[config.mk]
export PLATFORM = sky130hd
export DESIGN_NAME = vx_run_ctrl
export DESIGN_NICKNAME = d
export VERILOG_FILES = /design/src/rtl/vx_run_ctrl.sv
export SDC_FILE = /design/constraint.sdc
export NUM_CORES = 1
export LEC_CHECK = 0
export ABC_AREA = 1
export CORE_MARGIN = 2
export CORE_UTILIZATION = 41
export DETAILED_ROUTE_END_ITERATION = 8
export GPL_ROUTABILITY_DRIVEN = 0
export PLACE_DENSITY = 0.66
export SLEW_MARGIN = 25
export SYNTH_ARGS = -nofsm -noshare
export SYNTH_HDL_FRONTEND = slang
export SYNTH_SLANG_ARGS = --single-unit
export TNS_END_PERCENT = 5
[constraint.sdc]
create_clock -name clk -period 2.75 [get_ports clk]
set_clock_uncertainty 0.15 [all_clocks]
set_input_delay 0.275 -clock clk [delete_from_list [all_inputs] [get_ports clk]]
set_output_delay 0.275 -clock clk [all_outputs]
set_load 0.03 [all_outputs]
[src/rtl/vx_run_ctrl.sv]
// vx_run_ctrl: APB-programmed run controller placed in front of the Vortex AXI
// wrapper. It holds the memory base offset, sequences core reset / clock
// enable / run / completion from a software START command, counts run cycles,
// enforces an optional watchdog timeout and raises a sticky done interrupt.
//
// Parameters:
//   RESET_DELAY  core reset hold cycles with the core clock enabled (>= 1)
//   CNT_WIDTH    run cycle counter width (<= 32)
//
// Ports:
//   clk, reset        system clock, synchronous active-low reset
//   psel, penable,    APB slave interface; only paddr[7:0] is decoded
//   pwrite, paddr,
//   pwdata, prdata,
//   pready, pslverr
//   vx_busy           core busy status
//   vx_clk_en         core clock gate enable (registered)
//   vx_reset          core reset, active-high (registered)
//   mem_base          base offset added to core AXI addresses (registered)
//   irq               done/timeout interrupt, level (registered)
//
// Register map (byte offsets):
//   0x50 BASE     rw
//   0x54 CTRL     wo  bit0 START, bit1 ABORT (pulses), reads 0
//   0x58 STATUS   bit0 RUNNING, bit1 DONE, bit2 TIMEOUT, bits[4:3] state;
//                 writing 1 to bit1 clears DONE and TIMEOUT
//   0x5C CYCLES   ro
//   0x60 TIMEOUT  rw, 0 disables the watchdog
//
// Build option: define VX_RUN_CTRL_IRQ_EN to drive irq from DONE | TIMEOUT;
// without it irq is tied low and software polls STATUS.

module vx_run_ctrl #(
    parameter int RESET_DELAY = 8,
    parameter int CNT_WIDTH   = 32
) (
    input  logic        clk,
    input  logic        reset,
    input  logic        psel,
    input  logic        penable,
    input  logic        pwrite,
    input  logic [31:0] paddr,
    input  logic [31:0] pwdata,
    output logic [31:0] prdata,
    output logic        pready,
    output logic        pslverr,
    input  logic        vx_busy,
    output logic        vx_clk_en,
    output logic        vx_reset,
    output logic [31:0] mem_base,
    output logic        irq
);

    localparam int            RW       = (RESET_DELAY > 1) ? $clog2(RESET_DELAY) : 1;
    localparam logic [RW-1:0] RST_LAST = RW'(RESET_DELAY - 1);

    localparam logic [7:0] OFF_BASE    = 8'h50;
    localparam logic [7:0] OFF_CTRL    = 8'h54;
    localparam logic [7:0] OFF_STATUS  = 8'h58;
    localparam logic [7:0] OFF_CYCLES  = 8'h5C;
    localparam logic [7:0] OFF_TIMEOUT = 8'h60;

    typedef enum logic [1:0] {
        ST_IDLE = 2'd0,
        ST_RST  = 2'd1,
        ST_RUN  = 2'd2,
        ST_DONE = 2'd3
    } state_t;

    state_t               state_q, state_d;
    logic [RW-1:0]        rst_ctr_q, rst_ctr_d;
    logic [CNT_WIDTH-1:0] cycles_q, cycles_d;
    logic [CNT_WIDTH-1:0] timeout_q, timeout_d;
    logic [31:0]          base_q, base_d;
    logic                 busy_seen_q, busy_seen_d;
    logic                 done_q, done_d;
    logic                 tmo_q, tmo_d;
    logic                 irq_q, irq_d;
    logic                 vx_reset_q, vx_reset_d;
    logic                 clk_en_q, clk_en_d;

    logic [7:0] offset;
    logic       wr_en;
    logic       rd_en;
    logic       mapped;
    logic       start;
    logic       abort;
    logic       status_clr;
    logic       running;
    logic       tmo_hit;
    logic       unused_addr_bits;

    assign offset           = paddr[7:0];
    assign unused_addr_bits = ^paddr[31:8];
    assign wr_en            = psel & penable & pwrite;
    assign rd_en            = psel & ~pwrite;
    assign start            = wr_en && (offset == OFF_CTRL) && pwdata[0];
    assign abort            = wr_en && (offset == OFF_CTRL) && pwdata[1];
    assign status_clr       = wr_en && (offset == OFF_STATUS) && pwdata[1];
    assign running          = (state_q == ST_RST) || (state_q == ST_RUN);

    // Watchdog fires on the run cycle whose count equals TIMEOUT-1, so the
    // counter reads exactly TIMEOUT after the final increment.
    assign tmo_hit = (timeout_q != '0) && (cycles_q == timeout_q - 1'b1);

    assign mapped = (offset == OFF_BASE) || (offset == OFF_CTRL) ||
                    (offset == OFF_STATUS) || (offset == OFF_CYCLES) ||
                    (offset == OFF_TIMEOUT);

    assign pready    = 1'b1;
    assign pslverr   = psel & penable & ~mapped;
    assign vx_clk_en = clk_en_q;
    assign vx_reset  = vx_reset_q;
    assign mem_base  = base_q;
    assign irq       = irq_q;

    always_comb begin
        prdata = '0;
        if (rd_en) begin
            case (offset)
                OFF_BASE:    prdata = base_q;
                OFF_STATUS:  prdata = {27'd0, state_q, tmo_q, done_q, running};
                OFF_CYCLES:  prdata = 32'(cycles_q);
                OFF_TIMEOUT: prdata = 32'(timeout_q);
                default:     prdata = '0;
            endcase
        end
    end

    always_comb begin
        state_d     = state_q;
        rst_ctr_d   = rst_ctr_q;
        cycles_d    = cycles_q;
        busy_seen_d = busy_seen_q;
        done_d      = done_q;
        tmo_d       = tmo_q;
        base_d      = base_q;
        timeout_d   = timeout_q;

        if (wr_en && (offset == OFF_BASE)) begin
            base_d = pwdata;
        end
        if (wr_en && (offset == OFF_TIMEOUT)) begin
            timeout_d = pwdata[CNT_WIDTH-1:0];
        end

        // ABORT beats START beats status clear beats the FSM's own moves.
        if (abort) begin
            state_d = ST_IDLE;
        end else if (start && ((state_q == ST_IDLE) || (state_q == ST_DONE))) begin
            state_d     = ST_RST;
            rst_ctr_d   = '0;
            cycles_d    = '0;
            busy_seen_d = 1'b0;
            done_d      = 1'b0;
            tmo_d       = 1'b0;
        end else begin
            case (state_q)
                ST_RST: begin
                    if (rst_ctr_q == RST_LAST) begin
                        state_d = ST_RUN;
                    end else begin
                        rst_ctr_d = rst_ctr_q + 1'b1;
                    end
                end
                ST_RUN: begin
                    if (cycles_q != '1) begin
                        cycles_d = cycles_q + 1'b1;
                    end
                    if (vx_busy) begin
                        busy_seen_d = 1'b1;
                    end
                    // Completion needs a busy period first, so a core that
                    // has not yet raised busy is not mistaken for finished.
                    if ((busy_seen_q && !vx_busy) || tmo_hit) begin
                        state_d = ST_DONE;
                        done_d  = 1'b1;
                    end
                    if (tmo_hit) begin
                        tmo_d = 1'b1;
                    end
                end
                default: begin
                end
            endcase

            if (status_clr) begin
                done_d = 1'b0;
                tmo_d  = 1'b0;
                if (state_q == ST_DONE) begin
                    state_d = ST_IDLE;
                end
            end
        end

        // Core controls follow the next state so they stay in step with it.
        vx_reset_d = (state_d != ST_RUN);
        clk_en_d   = (state_d == ST_RST) || (state_d == ST_RUN);
`ifdef VX_RUN_CTRL_IRQ_EN
        irq_d      = done_d | tmo_d;
`else
        irq_d      = 1'b0;
`endif
    end

    always_ff @(posedge clk) begin
        if (!reset) begin
            state_q     <= ST_IDLE;
            rst_ctr_q   <= '0;
            cycles_q    <= '0;
            timeout_q   <= '0;
            base_q      <= '0;
            busy_seen_q <= 1'b0;
            done_q      <= 1'b0;
            tmo_q       <= 1'b0;
            irq_q       <= 1'b0;
            vx_reset_q  <= 1'b1;
            clk_en_q    <= 1'b0;
        end else begin
            state_q     <= state_d;
            rst_ctr_q   <= rst_ctr_d;
            cycles_q    <= cycles_d;
            timeout_q   <= timeout_d;
            base_q      <= base_d;
            busy_seen_q <= busy_seen_d;
            done_q      <= done_d;
            tmo_q       <= tmo_d;
            irq_q       <= irq_d;
            vx_reset_q  <= vx_reset_d;
            clk_en_q    <= clk_en_d;
        end
    end

endmodule

==> impl_metrics.tcl, run 1 <==
set metrics [dict create \
    synth-seq-cells 106 \
    synth.area.top_cells "dfxtp_1 30%, nand2_1 12%, inv_1 8.1%, a21oi_1 7.8%, nor2_1 6.5%" \
    ir_worst_vdd_mv 0.3348 \
    cts_made_buffers 9 \
    fmax_ghz 0.3729 \
    setup_viol 0 \
    cts_tree "yes" \
    crit_path_end_kind "flop" \
    antenna-diode-count 0 \
    antenna_found_initial 0 \
    synth_area_leader_cell "dfxtp_1" \
    clk_path_buf_depth 2 \
    yosysSeqAreaShare_pct 29.91 \
    hold_violations 0 \
    p_leak_nw 3.786 \
    max_slew_margin_pct 60.56 \
    firstDrtPassIters 7 \
    timing.final.ws_setup_ps 68.33 \
    hpwl_um 17250 \
    place_ws_ps -9.692 \
    die_w_um 135.5 \
    cp_cell_sequence "nor2_1, nand2_1, nor2_1, nand2_2, nor2_1, xnor3_1, nor2_1, nand2_1, nor2_1, nand2_2, nand2_2, nand2_2, nand2_2, a21oi_2, ha_1, nor2_1" \
    timing.final.max_slew_violations 0 \
    syn_nets 1182 \
    crit_slowest_cell "dfxtp_1" \
    place_area_um2 8692 \
    core.rowCount 48 \
    via_per_inst 5.196 \
    ioPinCount 139 \
    track_usage_pct 25.03 \
    layout-drive-gt1-share_pct 14.72 \
    yosysWarnings 0 \
    areaGrowthSynthToFinish_pct 29.15 \
    insertion_delay_ps 370 \
    postCtsHoldBufs 0 \
    grt_setup_unrepaired "yes" \
    routed_wl_um 22530 \
    power.density_nw_per_um2 337.0 \
    avgSynthCellArea_um2 6.438 \
    die_h_um 135.5 \
    path_class "reg -> reg" \
    drv_cap 0 \
    syn_inst 1102 \
    grt_max_degree 67 \
    grt_pass1_wl_um 36470 \
    path_common_cell "nor2_1" \
    start_util_pct 41.45 \
    synth_area_um2 7094 \
    synth_top_cell_area_share_pct 29.91 \
    clock-sinks 106 \
    required_ps 2850 \
    io_buffers 112 \
    cts_root_buf "clkbuf_16" \
    drtIter0Drc 708 \
    fp.coreArea_um2 17120 \
    final_area_um2 9163 \
    ant_nets 0 \
    synth_cell_types 51 \
    num_vias 7627 \
    die_area_um2 18370 \
    hp-class "in -> reg" \
    outcome "finished clean" \
    grt_pass1_vias 7144 \
    clk_pin_slew_ps 80 \
    crit_fanout 4 \
    min_period_ps 2682 \
    startpoint_type "flop" \
    crit_arrival_ps 2780 \
    gr-total-overflow 0 \
    finalNetCount 1318 \
    tightest_slew_ps 589.4 \
    max_stage_delay_ps 400 \
    cts.htree.levels 3 \
    avgRoutedWirePerCell_um 15.35 \
    finalCritPeriodShare_pct 97.52 \
    drc 0 \
]
[state kept, by name, indices dropped and copies added, names as in the netlist]
register / cells
tmo_q: 1
busy_seen_q: 1
mem_base: 32
state_q: 2
rst_ctr_q: 3
cycles_q: 32
done_q: 1
timeout_q: 32
vx_clk_en: 1
vx_reset: 1
[stage by stage]
stage | setup TNS [ps] | power (mW) | std cells | hold slack (ps) | util, %
2_1_floorplan | 0 | 1.641 | 1102 | 268.0 | -
3_3_place_gp | 0 | 1.735 | 1447 | 292.2 | 50.78
3_5_place_dp | -9.692 | 1.736 | 1447 | 299.9 | 50.78
4_1_cts | 0 | 3.111 | 1463 | 255.6 | 52.66
5_1_grt | -248.4 | 3.187 | 1468 | 280.5 | 53.53
6_report | 0 | 3.088 | 1468 | 260.3 | 53.53
[cell usage after synthesis (all sizes together)]
master / number
clkbuf: 32
xnor2: 15
a221oi: 5
a211oi: 3
conb: 2
nor3: 23
nand3b: 1
ha: 10
inv: 164
o31ai: 1
nand3: 49
nand4: 17
o21ai: 85
dfxtp: 106
buf: 14
o221ai: 14
a21oi: 112
nor4: 13
nor4b: 1
xor2: 34
nor2: 136
o211a: 1
nor3b: 2
o21bai: 1
or2: 4
nand2: 234
xnor3: 3
o22ai: 20
[layer usage]
metal	wire (µm)	global-route usage, %	share of wire (%)
met1	9947	33.05	44
met3	1441	3.629	6.4
met2	10360	41.08	46
met4	782	10.13	3.5
met5	0	0	0
[final timing paths]
| kind | startpoint | depth (start not counted) | end | slack, ps |
|---|---|---|---|---|
| setup / recovery | timeout_q[11]$_SDFFE_PN0P_ | 16 | vx_clk_en$_SDFF_PN0_ | 70 |
| hold / removal | reset | 5 | cycles_q[7]$_SDFFE_PN0P_ | 260 |
| setup reg to reg | timeout_q[11]$_SDFFE_PN0P_ | 16 | vx_clk_en$_SDFF_PN0_ | 70 |
| hold reg to reg | busy_seen_q$_SDFFE_PN0P_ | 2 | busy_seen_q$_SDFFE_PN0P_ | 310 |
[worst max-delay path: cells and delay by family, from the launching register on]
kind / cells / cell delay, ps
flops: 1 / 400
xor+xnor: 1 / 250
simple gates: 13 / 1450
compound gates: 1 / 50
fa+ha+maj: 1 / 260
[cell type report]
| class | count | area (µm²) |
|---|---|---|
| Sequential cell | 106 | 2126 |
| Timing Repair Buffer | 171 | 1550 |
| Clock buffer | 9 | 225.2 |
| Tap cell | 225 | 281.5 |
| Clock inverter | 7 | 83.83 |
| Inverter | 164 | 618.1 |
| Multi-Input combinational cell | 786 | 4278 |
| Fill cell | 1758 | 7954 |
[where the power goes]
| part | total (mW) | switching (mW) | leakage (nW) | internal [mW] |
|---|---|---|---|---|
| Combinational | 0.166 | 0.0838 | 2.78 | 0.0826 |
| Sequential | 1.53 | 0.000653 | 0.855 | 1.53 |
| Clock | 1.39 | 0.662 | 0.149 | 0.726 |
| Total | 3.09 | 0.746 | 3.79 | 2.34 |
[timing repair]
action,in CTS,in global routing
setup buffers,0,5
pin swaps,1,13
resized for setup,4,31
setup endpoints to repair,1,19
[cells by family (layout without fill, tap and decap cells)]
family | count (synthesis) | count (layout) | synth area share (%)
AO/OA/AOI/OAI | 242 | 242 | 19.01
adder cells (fa/ha/maj) | 10 | 10 | 1.764
buffers and inverters | 210 | 351 | 11.43
flip-flops | 106 | 106 | 29.91
other | 2 | 2 | 0.1059
AND/OR/NAND/NOR | 480 | 480 | 30.78
XOR/XNOR | 52 | 52 | 7.002
[placed cells by master, fill, tap and decap left out, drive strengths merged, types with 14 or more instances in the layout]
| master | count |
|---|---|
| o21ai | 85 |
| nor2 | 136 |
| nand2 | 234 |
| xnor2 | 15 |
| buf | 93 |
| clkdlybuf4s50 | 78 |
| a21oi | 112 |
| xor2 | 34 |
| nand3 | 49 |
| o221ai | 14 |
| inv | 168 |
| dfxtp | 106 |
| nor3 | 23 |
| o22ai | 20 |
| nand4 | 17 |
No activity file was read; power rests on OpenSTA's default activity.
==> run 2, diff against run 1 <==
--- a/config.mk
+++ b/config.mk
@@ -7,10 +7,10 @@
 export LEC_CHECK = 0
 export ABC_AREA = 1
 export CORE_MARGIN = 2
-export CORE_UTILIZATION = 41
+export CORE_UTILIZATION = 53
 export DETAILED_ROUTE_END_ITERATION = 8
 export GPL_ROUTABILITY_DRIVEN = 0
-export PLACE_DENSITY = 0.66
+export PLACE_DENSITY = 0.82
 export SLEW_MARGIN = 25
 export SYNTH_ARGS = -nofsm -noshare
 export SYNTH_HDL_FRONTEND = slang
==> impl_metrics.tcl, run 2 (synthesis gave the netlist of run 1 again) <==
set metrics [dict create \
    outcome "finished clean" \
    r2r_start "timeout_q[8]$_SDFFE_PN0P_" \
    track_usage_pct 30.68 \
    timing.final.max_slew_violations 0 \
    final_cell_count_no_fill 1408 \
    antenna_found_initial 0 \
    num_vias 7802 \
    min_to "cycles_q[7]$_SDFFE_PN0P_" \
    firstDrtPassIters 5 \
    multi_input_area_um2 4270 \
    ir_worst_vdd_mv 0.2536 \
    fin_util_pct 68.50 \
    grt_pass1_wl_um 35250 \
    tightest_slew_ps 612.1 \
    insertion_delay_ps 370 \
    antenna-diode-count 0 \
    clk_pin_slew_ps 70 \
    p_seq_share_pct 49.8 \
    final_common_cell "nand2_1" \
    min_period_ps 2684 \
    r2r_setup_slack_ps 80 \
    drc 0 \
    r2r-end "vx_clk_en$_SDFF_PN0_" \
    drv_cap 0 \
    clock-sinks 106 \
    crit_path_end_kind "primary output" \
    hold_violations 0 \
    hp-class "in -> reg" \
    grt_pass1_vias 7270 \
    mostFrequentLayoutCells "223 x nand2_1, 152 x inv_1, 113 x nor2_1" \
    ant_nets 0 \
    cts_tree "yes" \
    place_ws_ps 10.21 \
    drtIter0Drc 613 \
    cts_made_buffers 9 \
    cp_cell_sequence "clkdlybuf4s50_1, or2_4, nor3_2, nand2_1, inv_2, o22ai_1, nor2_1, inv_1, nor2_1, buf_4" \
    postCtsHoldBufs 0 \
    ioPinCount 139 \
    sw_frac_of_total_pct 22.89 \
    required_ps 2330 \
    dp_cells 1391 \
    via_per_inst 5.541 \
    fin_tns_setup_ps 0 \
    io_buffers 112 \
    die_w_um 119.7 \
    finalNetCount 1307 \
    critPathTopFamily "simple AND/OR/NAND/NOR gates" \
    p_int_mw 2.378 \
    max_stage_delay_ps 400 \
    timing.final.ws_setup_ps 66.40 \
    hpwl_um 16380 \
    avgRoutedWirePerCell_um 15.55 \
    crit_slowest_cell "clkdlybuf4s50_1" \
    register_area_um2 2125 \
    path_common_cell "nor2_1" \
    fill_cells 1143 \
    combPwrFrac_pct 5.4 \
    cts_root_buf "clkbuf_16" \
    power_switching_mw 0.7058 \
    fp.coreArea_um2 13140 \
    die_h_um 119.7 \
    path_class "in -> out" \
    crit_arrival_ps 2260 \
    areaGrowthSynthToFinish_pct 26.86 \
    path_buf_inv 4 \
    gr-total-overflow 0 \
    min_from "reset" \
    setup_viol 0 \
    grt_max_degree 67 \
    power.density_nw_per_um2 342.6 \
    crit_fanout 13 \
    cts.htree.levels 3 \
    p_leak_nw 3.731 \
    clockPowerShare_pct 44.8 \
    grt_setup_unrepaired "yes" \
    max_slew_margin_pct 59.15 \
    finalCritPeriodShare_pct 97.59 \
    fmax_ghz 0.3726 \
    layout-drive-gt1-share_pct 13.80 \
    routed_wl_um 21890 \
    start_util_pct 54.00 \
    core.rowCount 42 \
    die_area_um2 14330 \
    clk_path_buf_depth 2 \
    min_path_cells 5 \
    reg2reg_depth 16 \
    startpoint_type "input port" \
]
## run 2: cell count changes in the layout (fill, tap and decap cells not counted), moves of 2 or more
| cell | change |
|---|---|
| clkbuf_8 | +2 |
| nor2_2 | +3 |
| nor2_4 | -2 |
| buf_4 | -10 |
## run 2: area by class of cell
cell class	instances	area share, %
Sequential cell	106	23.61
Inverter	164	6.868
Timing Repair Buffer	160	16.15
Tap cell	176	2.447
Clock buffer	11	2.808
Clock inverter	5	0.6673
Multi-Input combinational cell	786	47.45
## run 2: per-layer routing
layer | wire length (µm) | GRT usage (%) | up-vias | share of wire [%]
li1 | - | - | 3837 | -
met1 | 9028 | 38.35 | 3484 | 41
met3 | 1617 | 4.278 | 86 | 7.4
met4 | 1244 | 18.68 | 0 | 5.7
met2 | 10000 | 50.11 | 395 | 46
met5 | 0 | 0 | - | 0
## run 2: worst reg2reg max path: cells and delay by family (launching register included)
kind | cells | cell delay (ps)
and+or+nand+nor | 13 | 1440
adders and majority gates | 1 | 280
AOI/OAI and AO/OA | 1 | 50
DFF | 1 | 380
xor gates and xnor gates | 1 | 230
## run 2: stage by stage
stage | instance area [µm²] | hold slack, ps | power (mW)
6_report | 9000 | 257.1 | 3.084
5_1_grt | 9000 | 306.0 | 3.172
4_1_cts | 8886 | 250.5 | 3.090
3_5_place_dp | 8568 | 294.6 | 1.735
3_3_place_gp | 8568 | 291.7 | 1.733
2_1_floorplan | 7094 | 268.0 | 1.641
## run 2: worst max-delay path by stage
stage                               start                   end  slack (ps)  cells after the start
5_1_grt         timeout_q[1]$_SDFFE_PN0P_  vx_clk_en$_SDFF_PN0_        -130                     19
3_3_place_gp    timeout_q[2]$_SDFFE_PN0P_  vx_clk_en$_SDFF_PN0_          80                     16
4_1_cts        timeout_q[16]$_SDFFE_PN0P_  vx_clk_en$_SDFF_PN0_          30                     18
2_1_floorplan   timeout_q[0]$_SDFFE_PN0P_  vx_clk_en$_SDFF_PN0_         300                     19
6_report                         paddr[1]             prdata[4]          70                     10
3_5_place_dp    timeout_q[0]$_SDFFE_PN0P_  vx_clk_en$_SDFF_PN0_          10                     19
## run 2: timing repair
action	in CTS	in global routing
buffers inserted	0	1
gates resized for setup	2	29
hold endpoints to repair	0	0
setup endpoints to repair	1	10
pin swaps	0	12
## run 2: power by group through the flow
stage          clock network, mW  registers (mW)  logic, mW
2_1_floorplan                  0            1.57     0.0702
3_3_place_gp                   0            1.57      0.162
3_5_place_dp                   0            1.57      0.164
4_1_cts                     1.39            1.53      0.165
5_1_grt                     1.45            1.53      0.184
6_report                    1.38            1.53      0.168
==> run 3, diff against run 2 <==
--- a/config.mk
+++ b/config.mk
@@ -9,7 +9,6 @@
 export CORE_MARGIN = 2
 export CORE_UTILIZATION = 53
 export DETAILED_ROUTE_END_ITERATION = 8
-export GPL_ROUTABILITY_DRIVEN = 0
 export PLACE_DENSITY = 0.82
 export SLEW_MARGIN = 25
 export SYNTH_ARGS = -nofsm -noshare
==> impl_metrics.tcl, run 3 (synthesis gave the netlist of run 1 again) <==
set metrics [dict create \
    multi_input_area_um2 4320 \
    place_area_um2 8648 \
    drv_cap 0 \
    dp_cells 1400 \
    routed_wl_um 23260 \
    io_buffers 112 \
    hold_violations 0 \
    max_slew_margin_pct 58.55 \
    grt_pass1_vias 7178 \
    cts_tree "yes" \
    die_w_um 119.7 \
    gr-total-overflow 0 \
    die_h_um 119.7 \
    register_area_um2 2132 \
    grt_setup_unrepaired "yes" \
    final_cell_count_no_fill 1422 \
    power.density_nw_per_um2 317.6 \
    finalNetCount 1322 \
    outcome "finished clean" \
    grt_pass1_wl_um 36090 \
    min_from "reset" \
    firstDrtPassIters 5 \
    clk_path_buf_depth 2 \
    reg2reg_depth 18 \
    final_common_cell "nand2_1" \
    top_usage_layer "met2" \
    p_leak_nw 3.824 \
    r2r_start "timeout_q[1]$_SDFFE_PN0P_" \
    use_met1_pct 40.31 \
    num_vias 7817 \
    gr-usage-met3_pct 4.325 \
    tightest_slew_ps 619.4 \
    fp.coreArea_um2 13140 \
    drtIter0Drc 688 \
    cts.htree.levels 3 \
    r2r_setup_slack_ps 80 \
    layout-drive-gt1-share_pct 15.89 \
    hp-class "in -> reg" \
    gp_congestion 0.9711 \
    cts_root_buf "clkbuf_16" \
    ir_worst_vdd_mv 0.2696 \
    fmax_ghz 0.3746 \
    core.rowCount 42 \
    startpoint_type "flop" \
    fill_cells 1177 \
    timing.final.max_slew_violations 0 \
    setup_viol 0 \
    clock-sinks 106 \
    finalCritPeriodShare_pct 97.08 \
    areaGrowthSynthToFinish_pct 29.05 \
    ioPinCount 139 \
    cts_made_buffers 9 \
    antenna-diode-count 0 \
    antenna_found_initial 0 \
    drc 0 \
    startpoint "timeout_q[1]$_SDFFE_PN0P_" \
    required_ps 2840 \
    track_usage_pct 31.90 \
    crit_fanout 5 \
    ant_nets 0 \
    fin_util_pct 69.69 \
    via_per_inst 5.497 \
    min_path_cells 5 \
    met2_usage_pct 53.75 \
    postCtsHoldBufs 0 \
    clk_pin_slew_ps 70 \
    final_area_um2 9155 \
    grt_max_degree 67 \
    start_util_pct 54.00 \
    path_class "reg -> reg" \
    insertion_delay_ps 350 \
    min_period_ps 2670 \
    crit_arrival_ps 2760 \
    avgRoutedWirePerCell_um 16.36 \
    mostFrequentLayoutCells "224 x nand2_1, 151 x inv_1, 110 x a21oi_1" \
    die_area_um2 14330 \
    crit_path_end_kind "flop" \
    hpwl_um 17660 \
]
==> run 3: final cells by class <==
cell class,instances,share of cell area [%]
Multi-Input combinational cell,786,47.19
Sequential cell,106,23.29
Timing Repair Buffer,175,17.48
Inverter,164,6.792
Clock buffer,10,2.501
Tap cell,176,2.405
Clock inverter,5,0.3417
==> run 3: path summary, 6_finish.rpt <==
path	to
setup / recovery	vx_clk_en$_SDFF_PN0_
hold / removal	cycles_q[5]$_SDFFE_PN0P_
setup reg to reg	vx_clk_en$_SDFF_PN0_
hold reg to reg	busy_seen_q$_SDFFE_PN0P_
==> run 3: critical path: stages, from the launching register on <==
cell,delay (ps)
dfxtp_2,330
inv_2,80
buf_6,130
nand3_4,120
nor2_4,210
nand2_2,110
nor2_1,130
xor2_1,180
nand3_1,110
nor2_1,90
nand2_1,70
nor2_1,100
nand2_1,120
nand2_1,110
nand2_1,60
nand2_2,60
a21oi_1,70
ha_1,280
nor2_1,30
==> run 3: per-stage QoR <==
step	total power [mW]	setup TNS (ps)	setup WS (ps)	hold slack, ps
after floorplan	1.641	0	304.8	268.0
after global placement	1.734	0	49.87	289.0
after detailed placement	1.734	-13.79	-12.76	301.8
after CTS	2.914	0	6.960	264.3
after global routing	2.996	-620.4	-84.54	318.0
final	2.908	0	80.27	274.9
==> run 3: power breakdown <==
group | total [mW] | internal (mW) | switching (mW)
Combinational | 0.169 | 0.0835 | 0.0853
Sequential | 1.53 | 1.53 | 0.000670
Clock | 1.21 | 0.609 | 0.597
==> run 3: routing by layer <==
layer / vias up / wire (µm)
li1: 3867 / -
met1: 3585 / 9813
met2: 307 / 11110
met3: 58 / 1456
met4: 0 / 882
met5: - / 0
==> run 3: timing repair <==
| item | in CTS | in global routing |
|---|---|---|
| endpoints found under the setup margin | 0 | 34 |
| setup buffers | 0 | 7 |
| resized for setup | 0 | 58 |
